$ cat config.mk
export PLATFORM = sky130hd
export DESIGN_NAME = cpu_dmpu_gate
export DESIGN_NICKNAME = d
export VERILOG_FILES = /design/src/rtl/cpu_dmpu_gate.sv
export SDC_FILE = /design/constraint.sdc
export NUM_CORES = 1
export LEC_CHECK = 0
export ABC_AREA = 1
export CORE_MARGIN = 5
export CORE_UTILIZATION = 46
export DETAILED_ROUTE_END_ITERATION = 12
export HOLD_SLACK_MARGIN = 0.05
export PLACE_DENSITY = 0.85
export SLEW_MARGIN = 40
export SYNTH_ARGS = -nofsm -noshare
export SYNTH_HDL_FRONTEND = slang
export SYNTH_SLANG_ARGS = --single-unit
$ cat constraint.sdc
create_clock -name clock -period 11.1 [get_ports clock]
set_input_delay 1.665 -clock clock [delete_from_list [all_inputs] [get_ports clock]]
set_output_delay 1.665 -clock clock [all_outputs]
set_load 0.02 [all_outputs]
$ cat src/rtl/cpu_dmpu_gate.sv
// Data-side bus gate between the CPU load/store unit and the data memory bus.
// Each CPU request is held for one cycle while the MPU verdict arrives. Allowed
// requests are forwarded to memory; denied ones are answered with a fault. A
// sticky fault record (first fault wins) and a bus-timeout watchdog are kept.

module cpu_dmpu_gate #(
    parameter int unsigned TIMEOUT = 256
) (
    input  logic        clock,
    input  logic        reset,
    // CPU data request
    input  logic        cpud_request,
    input  logic        cpud_write,
    input  logic [31:0] cpud_addr,
    input  logic [31:0] cpud_wdata,
    input  logic [3:0]  cpud_wmask,
    // MPU verdict, valid in the cycle after cpud_request
    input  logic        access_deny,
    // Memory bus
    output logic        mem_request,
    output logic        mem_write,
    output logic [31:0] mem_addr,
    output logic [31:0] mem_wdata,
    output logic [3:0]  mem_wmask,
    input  logic        mem_ack,
    input  logic [31:0] mem_rdata,
    // CPU response
    output logic        cpud_ack,
    output logic [31:0] cpud_rdata,
    output logic        cpud_fault,
    // Fault record
    output logic        fault_valid,
    output logic [31:0] fault_addr,
    output logic [1:0]  fault_cause,
    output logic        fault_overrun,
    input  logic        fault_clear
);

    localparam int unsigned CntW = $clog2(TIMEOUT + 1);
    localparam logic [CntW-1:0] CntLast = CntW'(TIMEOUT - 1);
    localparam logic [CntW-1:0] CntOne  = CntW'(1);

    localparam logic [1:0] StIdle  = 2'd0;
    localparam logic [1:0] StCheck = 2'd1;
    localparam logic [1:0] StWait  = 2'd2;

    localparam logic [1:0] CauseReadDeny  = 2'b01;
    localparam logic [1:0] CauseWriteDeny = 2'b10;
    localparam logic [1:0] CauseTimeout   = 2'b11;

    logic [1:0]      state_q, state_d;
    logic [CntW-1:0] cnt_q, cnt_d;

    logic            mem_request_q, mem_request_d;
    logic            mem_write_q;
    logic [31:0]     mem_addr_q;
    logic [31:0]     mem_wdata_q;
    logic [3:0]      mem_wmask_q;
    logic            latch_en;

    logic            cpud_ack_q, cpud_ack_d;
    logic            cpud_fault_q, cpud_fault_d;
    logic [31:0]     cpud_rdata_q, cpud_rdata_d;

    logic            fault_valid_q, fault_valid_d;
    logic [31:0]     fault_addr_q;
    logic [1:0]      fault_cause_q;
    logic            fault_overrun_q, fault_overrun_d;

    logic            fault_evt;
    logic [1:0]      fault_evt_cause;
    logic            overrun_evt;
    logic            record_en;

    // Transaction FSM: next state, response pulses and watchdog counter.
    always_comb begin
        state_d         = state_q;
        cnt_d           = cnt_q;
        latch_en        = 1'b0;
        mem_request_d   = 1'b0;
        cpud_ack_d      = 1'b0;
        cpud_fault_d    = 1'b0;
        cpud_rdata_d    = cpud_rdata_q;
        fault_evt       = 1'b0;
        fault_evt_cause = 2'b00;
        overrun_evt     = 1'b0;

        case (state_q)
            StIdle: begin
                // A late mem_ack after a timeout lands here and is ignored.
                if (cpud_request) begin
                    latch_en = 1'b1;
                    state_d  = StCheck;
                end
            end
            StCheck: begin
                overrun_evt = cpud_request;
                if (access_deny) begin
                    cpud_fault_d    = 1'b1;
                    fault_evt       = 1'b1;
                    fault_evt_cause = mem_write_q ? CauseWriteDeny : CauseReadDeny;
                    state_d         = StIdle;
                end else begin
                    mem_request_d = 1'b1;
                    cnt_d         = '0;
                    state_d       = StWait;
                end
            end
            StWait: begin
                overrun_evt = cpud_request;
                // Ack takes priority over a timeout on the same cycle.
                if (mem_ack) begin
                    cpud_ack_d   = 1'b1;
                    cpud_rdata_d = mem_write_q ? 32'h0 : mem_rdata;
                    state_d      = StIdle;
                end else if (cnt_q == CntLast) begin
                    cpud_fault_d    = 1'b1;
                    fault_evt       = 1'b1;
                    fault_evt_cause = CauseTimeout;
                    state_d         = StIdle;
                end else begin
                    cnt_d = cnt_q + CntOne;
                end
            end
            default: begin
                state_d = StIdle;
            end
        endcase
    end

    // Fault record: first fault is kept unless cleared in the same cycle.
    always_comb begin
        record_en       = fault_evt && (!fault_valid_q || fault_clear);
        fault_valid_d   = fault_valid_q;
        fault_overrun_d = fault_overrun_q;
        if (fault_clear) begin
            fault_valid_d   = 1'b0;
            fault_overrun_d = 1'b0;
        end
        if (fault_evt) begin
            fault_valid_d = 1'b1;
        end
        if (overrun_evt) begin
            fault_overrun_d = 1'b1;
        end
    end

    // FSM state, watchdog counter and single-cycle pulse registers.
    always_ff @(posedge clock or posedge reset) begin
        if (reset) begin
            state_q       <= StIdle;
            cnt_q         <= '0;
            mem_request_q <= 1'b0;
            cpud_ack_q    <= 1'b0;
            cpud_fault_q  <= 1'b0;
            cpud_rdata_q  <= 32'h0;
        end else begin
            state_q       <= state_d;
            cnt_q         <= cnt_d;
            mem_request_q <= mem_request_d;
            cpud_ack_q    <= cpud_ack_d;
            cpud_fault_q  <= cpud_fault_d;
            cpud_rdata_q  <= cpud_rdata_d;
        end
    end

    // Request latch; these registers also drive the memory bus directly.
    always_ff @(posedge clock or posedge reset) begin
        if (reset) begin
            mem_write_q <= 1'b0;
            mem_addr_q  <= 32'h0;
            mem_wdata_q <= 32'h0;
            mem_wmask_q <= 4'h0;
        end else if (latch_en) begin
            mem_write_q <= cpud_write;
            mem_addr_q  <= cpud_addr;
            mem_wdata_q <= cpud_wdata;
            mem_wmask_q <= cpud_wmask;
        end
    end

    // Sticky fault record and overrun flag.
    always_ff @(posedge clock or posedge reset) begin
        if (reset) begin
            fault_valid_q   <= 1'b0;
            fault_addr_q    <= 32'h0;
            fault_cause_q   <= 2'b00;
            fault_overrun_q <= 1'b0;
        end else begin
            fault_valid_q   <= fault_valid_d;
            fault_overrun_q <= fault_overrun_d;
            if (record_en) begin
                fault_addr_q  <= mem_addr_q;
                fault_cause_q <= fault_evt_cause;
            end
        end
    end

    assign mem_request   = mem_request_q;
    assign mem_write     = mem_write_q;
    assign mem_addr      = mem_addr_q;
    assign mem_wdata     = mem_wdata_q;
    assign mem_wmask     = mem_wmask_q;
    assign cpud_ack      = cpud_ack_q;
    assign cpud_rdata    = cpud_rdata_q;
    assign cpud_fault    = cpud_fault_q;
    assign fault_valid   = fault_valid_q;
    assign fault_addr    = fault_addr_q;
    assign fault_cause   = fault_cause_q;
    assign fault_overrun = fault_overrun_q;

`ifndef SYNTHESIS
    // Structural invariants of the response and bus pulses.
    always_ff @(posedge clock) begin
        if (!reset) begin
            assert (!(cpud_ack_q && cpud_fault_q));
            assert (!mem_request_q || state_q == StWait);
            assert (state_q != StWait || cnt_q <= CntLast);
        end
    end
`endif

endmodule

==> results of run 1 <==
critical path, stage by stage:
cell,delay (ns)
clkdlybuf4s50_1,0.51
nor2_4,0.15
nand2_2,0.06
nand2_2,0.08
nand3_4,0.52
o21ai_0,0.40
power groups by stage:
stage | Combinational (mW) | Sequential (mW) | Clock, mW
after detailed placement | 1.38 | 0.958 | 0
final | 1.37 | 0.953 | 0.615
after CTS | 1.39 | 0.954 | 0.628
after global routing | 1.47 | 0.986 | 0.651
after floorplan | 0.414 | 1.25 | 0
after global placement | 1.34 | 0.948 | 0
metal layers:
metal,GRT usage,vias to the layer above,routed length (um)
met2,0.3488,192,7718
li1,-,2322,-
met5,0,-,0
met3,0.08447,23,1621
met1,0.2365,2340,5916
met4,0.08235,0,306
per-stage QoR:
| stage | setup slack [ns] | cells |
|---|---|---|
| floorplan | 5.370 | 574 |
| global placement | 7.524 | 964 |
| detailed placement | 7.529 | 964 |
| CTS | 7.944 | 995 |
| global route | 7.757 | 995 |
| finish | 7.972 | 995 |
flip-flops by register name (all words and copies together) (netlist names):
register,count
mem_wmask,4
fault_cause,2
fault_valid,1
fault_addr,32
cpud_rdata,32
cnt_q,9
state_q,2
cpud_ack,1
mem_write,1
mem_wdata,32
cpud_fault,1
mem_addr,32
fault_overrun,1
mem_request,1
final cells by class:
type | instances | share of cell area
Sequential cell | 151 | 0.4127
Multi-Input combinational cell | 342 | 0.2018
Clock buffer | 23 | 0.05111
Clock inverter | 8 | 0.01858
Tap cell | 172 | 0.02350
Inverter | 52 | 0.02214
Timing Repair Buffer | 247 | 0.2702
cells in the final DEF (no fill, tap or decap), types with 2 or more instances in the layout:
cell type        count
clkdlybuf4s50_1    246
dfrtp_1            151
nand2_1            125
o21ai_0             51
inv_1               48
nor2_1              42
a21oi_1             37
mux2_2              36
o21ai_1             17
clkbuf_16           17
nand3_1              9
ha_1                 5
bufinv_16            5
nand2_2              4
o21ai_2              4
clkbuf_1             4
inv_2                2
o22ai_1              2
nand4_1              2
clkinvlp_4           2
clkbuf_8             2
cell families (layout without fill, tap and decap cells):
family,Yosys count,count (layout)
compound gates,114,114
fa+ha+maj,5,5
buf+inv,81,330
flops,151,151
mux,36,36
simple gates,187,187
how the worst max path moves through the flow:
stage                     startpoint              to  slack [ns]  cells past startpoint
after floorplan                reset        cnt_q[0]        5.37                      1
after global placement         reset   mem_wdata[21]        7.52                      3
after detailed placement     mem_ack  fault_addr[15]        7.53                      6
after CTS                    mem_ack  fault_addr[17]        7.94                      6
after global routing         mem_ack  fault_addr[13]        7.76                      6
final                        mem_ack  fault_addr[15]        7.97                      6
==> impl_metrics.tcl, run 1 <==
set metrics [dict create \
    grt_overflow_total 0 \
    rrSetupSlack_ns 8.60 \
    drt.antenna.violating_nets 0 \
    layout-drive-gt1-share 0.09842 \
    drc_errors 0 \
    synth_top_flop_cell "dfrtp_1" \
    hold_start "fault_addr[16]" \
    p_leak_nw 4.146 \
    peakVddDrop_mv 0.1747 \
    yosysTopAreaCell "dfrtp_1" \
    vias_per_cell 4.902 \
    synth_top_family_by_area "simple AND/OR/NAND/NOR gates" \
    finalHoldViolCount 0 \
    yosys.area_share.simple 0.1263 \
    switching_share 0.3701 \
    core_um2 12670 \
    cap_violations 0 \
    cts_resized 0 \
    grt_max_degree 104 \
    postLayoutCellArea_um2 9156 \
    num_vias 4877 \
    p_int_mw 1.849 \
    regArea_um2 3779 \
    grt_first_pass_wirelength_um 24570 \
    setup_tns_ns 0 \
    synth_nets 686 \
    min_period_over_period 0.2818 \
    status "completed" \
    rsz0062_at_grt "no" \
    finalPower_mw 2.935 \
    wl_per_cell_um 15.64 \
    synthTopCellsByArea "dfrtp_1 63%, nand2_1 7.9%, mux2_2 6.8%" \
    num_io_pins 247 \
    worst_pin_slew_ns 0.7418 \
    numCtsBuffers 17 \
    cp_max_fo 68 \
    hold_ws_ns 0.4839 \
    path_class "in -> reg" \
    grt_pass1_vias 5069 \
    diodes 0 \
    yosysWarnings 0 \
    htree_levels 4 \
    cts_hold_buffers 0 \
    antenna_found_initial 0 \
    reg2reg_to "fault_addr[15]" \
    clkTransAtPathRegs_ns 0.06 \
    min_period_ns 3.128 \
    yosysSeqAreaShare 0.6335 \
    p_per_area_nw_per_um2 320.5 \
    async_flop_share 1.000 \
    cp_data_arrival_time_ns 3.43 \
    drtPass1Iterations 4 \
    track_usage 0.2077 \
    clk_latency_ns 0.41 \
    hold_class "reg -> reg" \
    hold_depth 2 \
    relSlewSlack 0.5055 \
    pwr-share-clk 0.210 \
    routed_wl_um 15560 \
    dp_hpwl_um 11380 \
    area.growth.synth_to_final_pct 53.51 \
    synthMuxAreaShare 0.06797 \
    fmax_mhz 319.7 \
    timing.rr.start "cnt_q[0]" \
    start_kind "input pin" \
    root_buffer "clkbuf_16" \
    reg2regPathDepth 10 \
    share_seq_of_total_power 0.325 \
    crit_required_ns 11.40 \
    clock_skew_ns 0.009816 \
    yosys.cell_count.top_type "dfrtp_1" \
    holdPathEnd "fault_addr[16]" \
    syn_area_um2 5964 \
    yosysTopAreaCellShare 0.6335 \
    drt_iter0_markers 360 \
    final_nets 923 \
    place_area_um2 8518 \
    die_area_um2 15340 \
    initial_core_util 0.4707 \
    p_switching_mw 1.086 \
    num_rows 41 \
    synth_cell_types 27 \
    die_w_um 123.9 \
    multi_input_area_um2 1848 \
    power_frac_comb 0.466 \
    syn_inst 574 \
    synth_common_cells "151 x dfrtp_1, 126 x nand2_1, 51 x o21ai_0" \
    ys_seq_elements 151 \
    n_fill_cell 912 \
    numPortBuffers 246 \
    setup_viol 0 \
    cp-end-kind "flop" \
    synth_compound_gate_area_share 0.1015 \
    cts.sinks 151 \
    slew_viol_final 0 \
    routabilityCongestion 0.8450 \
    fin_util 0.7226 \
    die_h_um 123.9 \
    synth_xor_area_frac 0 \
    avgSynthCellArea_um2 10.39 \
    postCtsSetupRepairBufs 0 \
    synth_fa_ha_area_frac 0.01049 \
    synth_edf_count 0 \
    cts_tree "built" \
    clockBufferDepth 2 \
]
Power figures use the tool's default switching activity.
==> run 2, diff against run 1 <==
Settings changed: CORE_UTILIZATION 46 to 43, PLACE_DENSITY 0.85 to 0.8.
Clock period 11.1 ns to 3 ns, I/O delays scaled along.
==> run 2 against run 1 <==
Effect of this change: utilization decreased by 4.9 points; first-iteration DRC count decreased by 27%; combinational power increased to 3.7 times the previous value; register-to-register slack got worse by 8.0 ns; setup slack got worse by 7.4 ns; wire length increased by 0.16%; sequential power increased to 3.7 times the previous value; global-route usage decreased by 1.4 points; design area increased by 0.96%; clock power increased to 3.9 times the previous value; largest cell class unchanged; count of clock-buffer cells in the layout decreased by 6.
==> impl_metrics.tcl, run 2 (synthesis results as in run 1) <==
set metrics [dict create \
    cts.sinks 151 \
    num_io_pins 247 \
    drtPass1Iterations 5 \
    routed_wl_um 15590 \
    htree_levels 4 \
    hold_start "fault_addr[19]" \
    p_leak_nw 4.184 \
    initial_core_util 0.4347 \
    path_class "reg -> reg" \
    path_cells "ha_1 -> nand2_1 -> inv_1 -> nand2_1 -> nor2_1 -> ha_1 -> nand2_2 -> nand2_2 -> nand3_4 -> nand2_1 -> o21ai_2" \
    die_area_um2 16330 \
    fmax_mhz 412.8 \
    vias_per_cell 4.846 \
    setup_slack_ns 0.5778 \
    worst_pin_slew_ns 0.7255 \
    placed_cells 975 \
    layout-drive-gt1-share 0.1076 \
    slowest_delay_ns 0.51 \
    cp_slowest_cell "nand3_4" \
    clk_latency_ns 0.41 \
    status "completed" \
    final_cells 1007 \
    cts_hold_buffers 0 \
    cp_common_cell "nand2_1" \
    grt_overflow_total 0 \
    drt.antenna.violating_nets 0 \
    slew_viol_final 0 \
    root_buffer "clkbuf_16" \
    start_kind "flop" \
    num_rows 43 \
    area.growth.synth_to_final_pct 54.98 \
    mostFrequentLayoutCell "clkdlybuf4s50_1" \
    clock_skew_ns 0.006995 \
    min_period_over_period 0.8074 \
    startpoint "cnt_q[0]" \
    die_w_um 127.8 \
    antenna_found_initial 0 \
    die_h_um 127.8 \
    timing.rr.start "cnt_q[0]" \
    setup_tns_ns 0 \
    cp_data_arrival_time_ns 2.70 \
    routabilityCongestion 0.8644 \
    diodes 0 \
    setup_viol 0 \
    peakVddDrop_mv 0.7040 \
    clockBufferDepth 2 \
    cts_resized 0 \
    numPortBuffers 246 \
    core_um2 13720 \
    drc_errors 0 \
    wl_per_cell_um 15.48 \
    rsz0062_at_grt "no" \
    finalHoldViolCount 0 \
    clkTransAtPathRegs_ns 0.06 \
    cap_violations 0 \
    dp_hpwl_um 11400 \
    hold_class "reg -> reg" \
    cts_tree "built" \
    postCtsSetupRepairBufs 0 \
    pre_cts_ws_ns 0.5814 \
    num_vias 4880 \
    min_period_ns 2.422 \
    grt_pass1_vias 5072 \
    numCtsBuffers 17 \
    grt_first_pass_wirelength_um 25140 \
    relSlewSlack 0.5164 \
    cp-end-kind "flop" \
    layout_common_cells "246 x clkdlybuf4s50_1, 151 x dfrtp_1, 125 x nand2_1" \
    track_usage 0.1939 \
    crit_required_ns 3.27 \
    drt_iter0_markers 263 \
    cp_max_fo 68 \
    grt_max_degree 78 \
    p_per_area_nw_per_um2 1189 \
    final_nets 926 \
]
## run 2: path summary, 6_finish.rpt
path	to	slack, ns	cells past startpoint
max in group asynchronous	mem_addr[3]	2.13	3
setup reg to reg	fault_addr[20]	0.58	11
setup / recovery	fault_addr[20]	0.58	11
min in group asynchronous	mem_wdata[5]	0.51	3
hold / removal	fault_addr[19]	0.48	2
hold reg to reg	fault_addr[19]	0.48	2
## run 2: power by group
part | leakage [nW] | total [mW] | switching [mW] | internal (mW)
combinational | 2.01 | 5.06 | 2.71 | 2.35
clock | 0.324 | 2.41 | 0.839 | 1.57
sequential | 1.85 | 3.52 | 0.536 | 2.99
total | 4.18 | 11.0 | 4.08 | 6.91
## run 2: layer usage
metal  part of all wire  GRT usage  vias up
met2               0.50     0.3222      204
met5                  0          0        -
met1               0.39     0.2248     2324
met4              0.015    0.07179        0
li1                   -          -     2336
met3              0.098    0.08083       16
## run 2: cell type report
cell class / instances / area [um2]
fill: 1031 / 4476
multi-input combinational: 342 / 1834
tap: 180 / 225.2
sequential: 151 / 3779
clock buffer: 17 / 425.4
inverter: 52 / 201.4
timing repair buffer: 250 / 2530
clock inverter: 15 / 249.0
## run 2: stage by stage
stage	utilization	power [mW]	hold slack [ns]	instance area (um2)
6_report	0.6738	10.99	0.4829	9244
3_5_place_dp	0.6246	8.659	0.4743	8569
3_3_place_gp	0.6246	8.484	0.4654	8569
2_1_floorplan	-	6.157	0.4906	5968
5_1_grt	0.6738	11.66	0.5013	9244
4_1_cts	0.6738	11.13	0.4897	9244
## run 2: worst max-delay path, delay by kind of cell (launching register included)
family | cells | cell delay, ns
AO/OA/AOI/OAI | 1 | 0.07
buffers and inverters | 1 | 0.10
AND/OR/NAND/NOR | 7 | 1.24
adder cells (fa/ha/maj) | 2 | 0.40
flip-flops | 1 | 0.44
==> run 3, diff against run 2 <==
Settings changed: CORE_UTILIZATION 43 to 39, PLACE_DENSITY 0.8 to 0.77.
Clock period 3 ns to 2 ns, I/O delays scaled along.
==> run 3 against run 2 <==
Effect of this change: sequential power rose by 49%; flip-flop and latch count unchanged; clock skew rose by 0.0023 ns; power rose by 48%; via count is 0.94% higher; cell count is 3.7% higher; clock power increased by 22%; combinational power grew 60%; non-clock buffer count increased by 28; die area rose by 9.4%; sequential share of layout area fell by 1.1 points; critical path type unchanged; largest cell class unchanged.
==> impl_metrics.tcl, run 3 (synthesis results as in run 1) <==
set metrics [dict create \
    status "completed" \
    drc_errors 0 \
    cts.sinks 151 \
    mostFrequentLayoutCell "clkdlybuf4s50_1" \
    peakVddDrop_mv 0.8251 \
    placed_cells 997 \
    cp-end-kind "flop" \
    drt.antenna.violating_nets 0 \
    die_w_um 133.7 \
    grt_overflow_total 0 \
    clkTransAtPathRegs_ns 0.06 \
    cts_tree "built" \
    path_class "reg -> reg" \
    routed_wl_um 16800 \
    setup_viol 0 \
    cp_max_fo 6 \
    cap_violations 0 \
    num_rows 45 \
    p_leak_nw 4.303 \
    setup_tns_ns 0 \
    track_usage 0.1860 \
    crit_required_ns 2.33 \
    dp_hpwl_um 11860 \
    routabilityCongestion 0.8707 \
    cts_hold_buffers 0 \
    slew_viol_final 0 \
    relSlewSlack 0.6891 \
    slowest_delay_ns 0.36 \
    finalPower_mw 16.26 \
    die_area_um2 17870 \
    antenna_found_initial 0 \
    clockBufferDepth 2 \
    hold_class "in -> async" \
    path_cells "ha_2 -> nand2_2 -> inv_2 -> nand2_1 -> nor2_1 -> ha_2 -> nand2_2 -> nand2_4 -> buf_4 -> nand3_2 -> clkbuf_16 -> o21ai_1" \
    n_fill_cell 1231 \
    multi_input_area_um2 1867 \
    core_um2 15090 \
    numPortBuffers 246 \
    fin_util 0.6288 \
    hold_ws_ns 0.3581 \
    final_cells 1044 \
    setup_slack_ns 0.1227 \
    grt_pass1_vias 5052 \
    start_kind "flop" \
    grt_max_degree 72 \
    num_vias 4926 \
    final_nets 956 \
    finalHoldViolCount 0 \
    grt_first_pass_wirelength_um 26300 \
    layout_common_cells "246 x clkdlybuf4s50_1, 151 x dfrtp_1, 124 x nand2_1" \
    min_period_over_period 0.9387 \
    root_buffer "clkbuf_16" \
    initial_core_util 0.3953 \
    p_per_area_nw_per_um2 1714 \
    regArea_um2 3779 \
    cp_data_arrival_time_ns 2.21 \
    vias_per_cell 4.718 \
    area.growth.synth_to_final_pct 59.07 \
    diodes 0 \
    num_io_pins 247 \
    fmax_mhz 532.7 \
    die_h_um 133.7 \
    numCtsBuffers 17 \
    cp_slowest_cell "dfrtp_1" \
    clk_latency_ns 0.42 \
    min_period_ns 1.877 \
    wl_per_cell_um 16.09 \
    clock_skew_ns 0.009262 \
    worst_pin_slew_ns 0.4664 \
    place_area_um2 8735 \
    drt_iter0_markers 270 \
    critPathBufInv 3 \
    cp_top_family "simple AND/OR/NAND/NOR gates" \
    postLayoutCellArea_um2 9488 \
    htree_levels 4 \
    drtPass1Iterations 4 \
    pre_cts_ws_ns 0.1014 \
    layout-drive-gt1-share 0.1355 \
]
==> run 3: repair_timing <==
action	4_1_cts	5_1_grt
setup endpoints to repair	0	31
buffers inserted	0	9
gates resized for setup	0	8
==> run 3: final timing paths <==
| path | from | end | slack, ns | depth (start not counted) |
|---|---|---|---|---|
| max in group asynchronous | reset | cpud_rdata[30] | 1.20 | 3 |
| max | cnt_q[0] | fault_addr[25] | 0.12 | 12 |
| min in group clock | mem_rdata[11] | cpud_rdata[11] | 0.43 | 3 |
| min reg2reg | cpud_rdata[30] | cpud_rdata[30] | 0.48 | 2 |
| max reg2reg | cnt_q[0] | fault_addr[25] | 0.12 | 12 |
| min | reset | fault_addr[4] | 0.36 | 3 |
==> run 3: area by class of cell <==
cell class	count	share of cell area
well taps	188	0.02479
inverters	52	0.02123
flip-flops and latches	151	0.3983
repair buffers	278	0.3027
clock buffers	23	0.04827
clock inverters	8	0.008044
multi-input cells	344	0.1968
==> run 3: power by group <==
group / internal [mW] / switching (mW)
clock: 1.73 / 1.20
sequential: 4.48 / 0.766
combinational: 3.82 / 4.26
==> run 3: tightest hold or removal path, stage by stage <==
cell             delay (ns)
clkdlybuf4s50_1        0.44
clkinvlp_4             0.15
buf_12                 0.25
==> run 3: layer usage <==
metal	share of wire	vias up	wire length (um)	track usage
li1	-	2394	-	-
met1	0.41	2319	6814	0.2179
met2	0.48	188	8051	0.3022
met3	0.094	25	1580	0.08346
met4	0.021	0	354	0.06971
met5	0	-	0	0
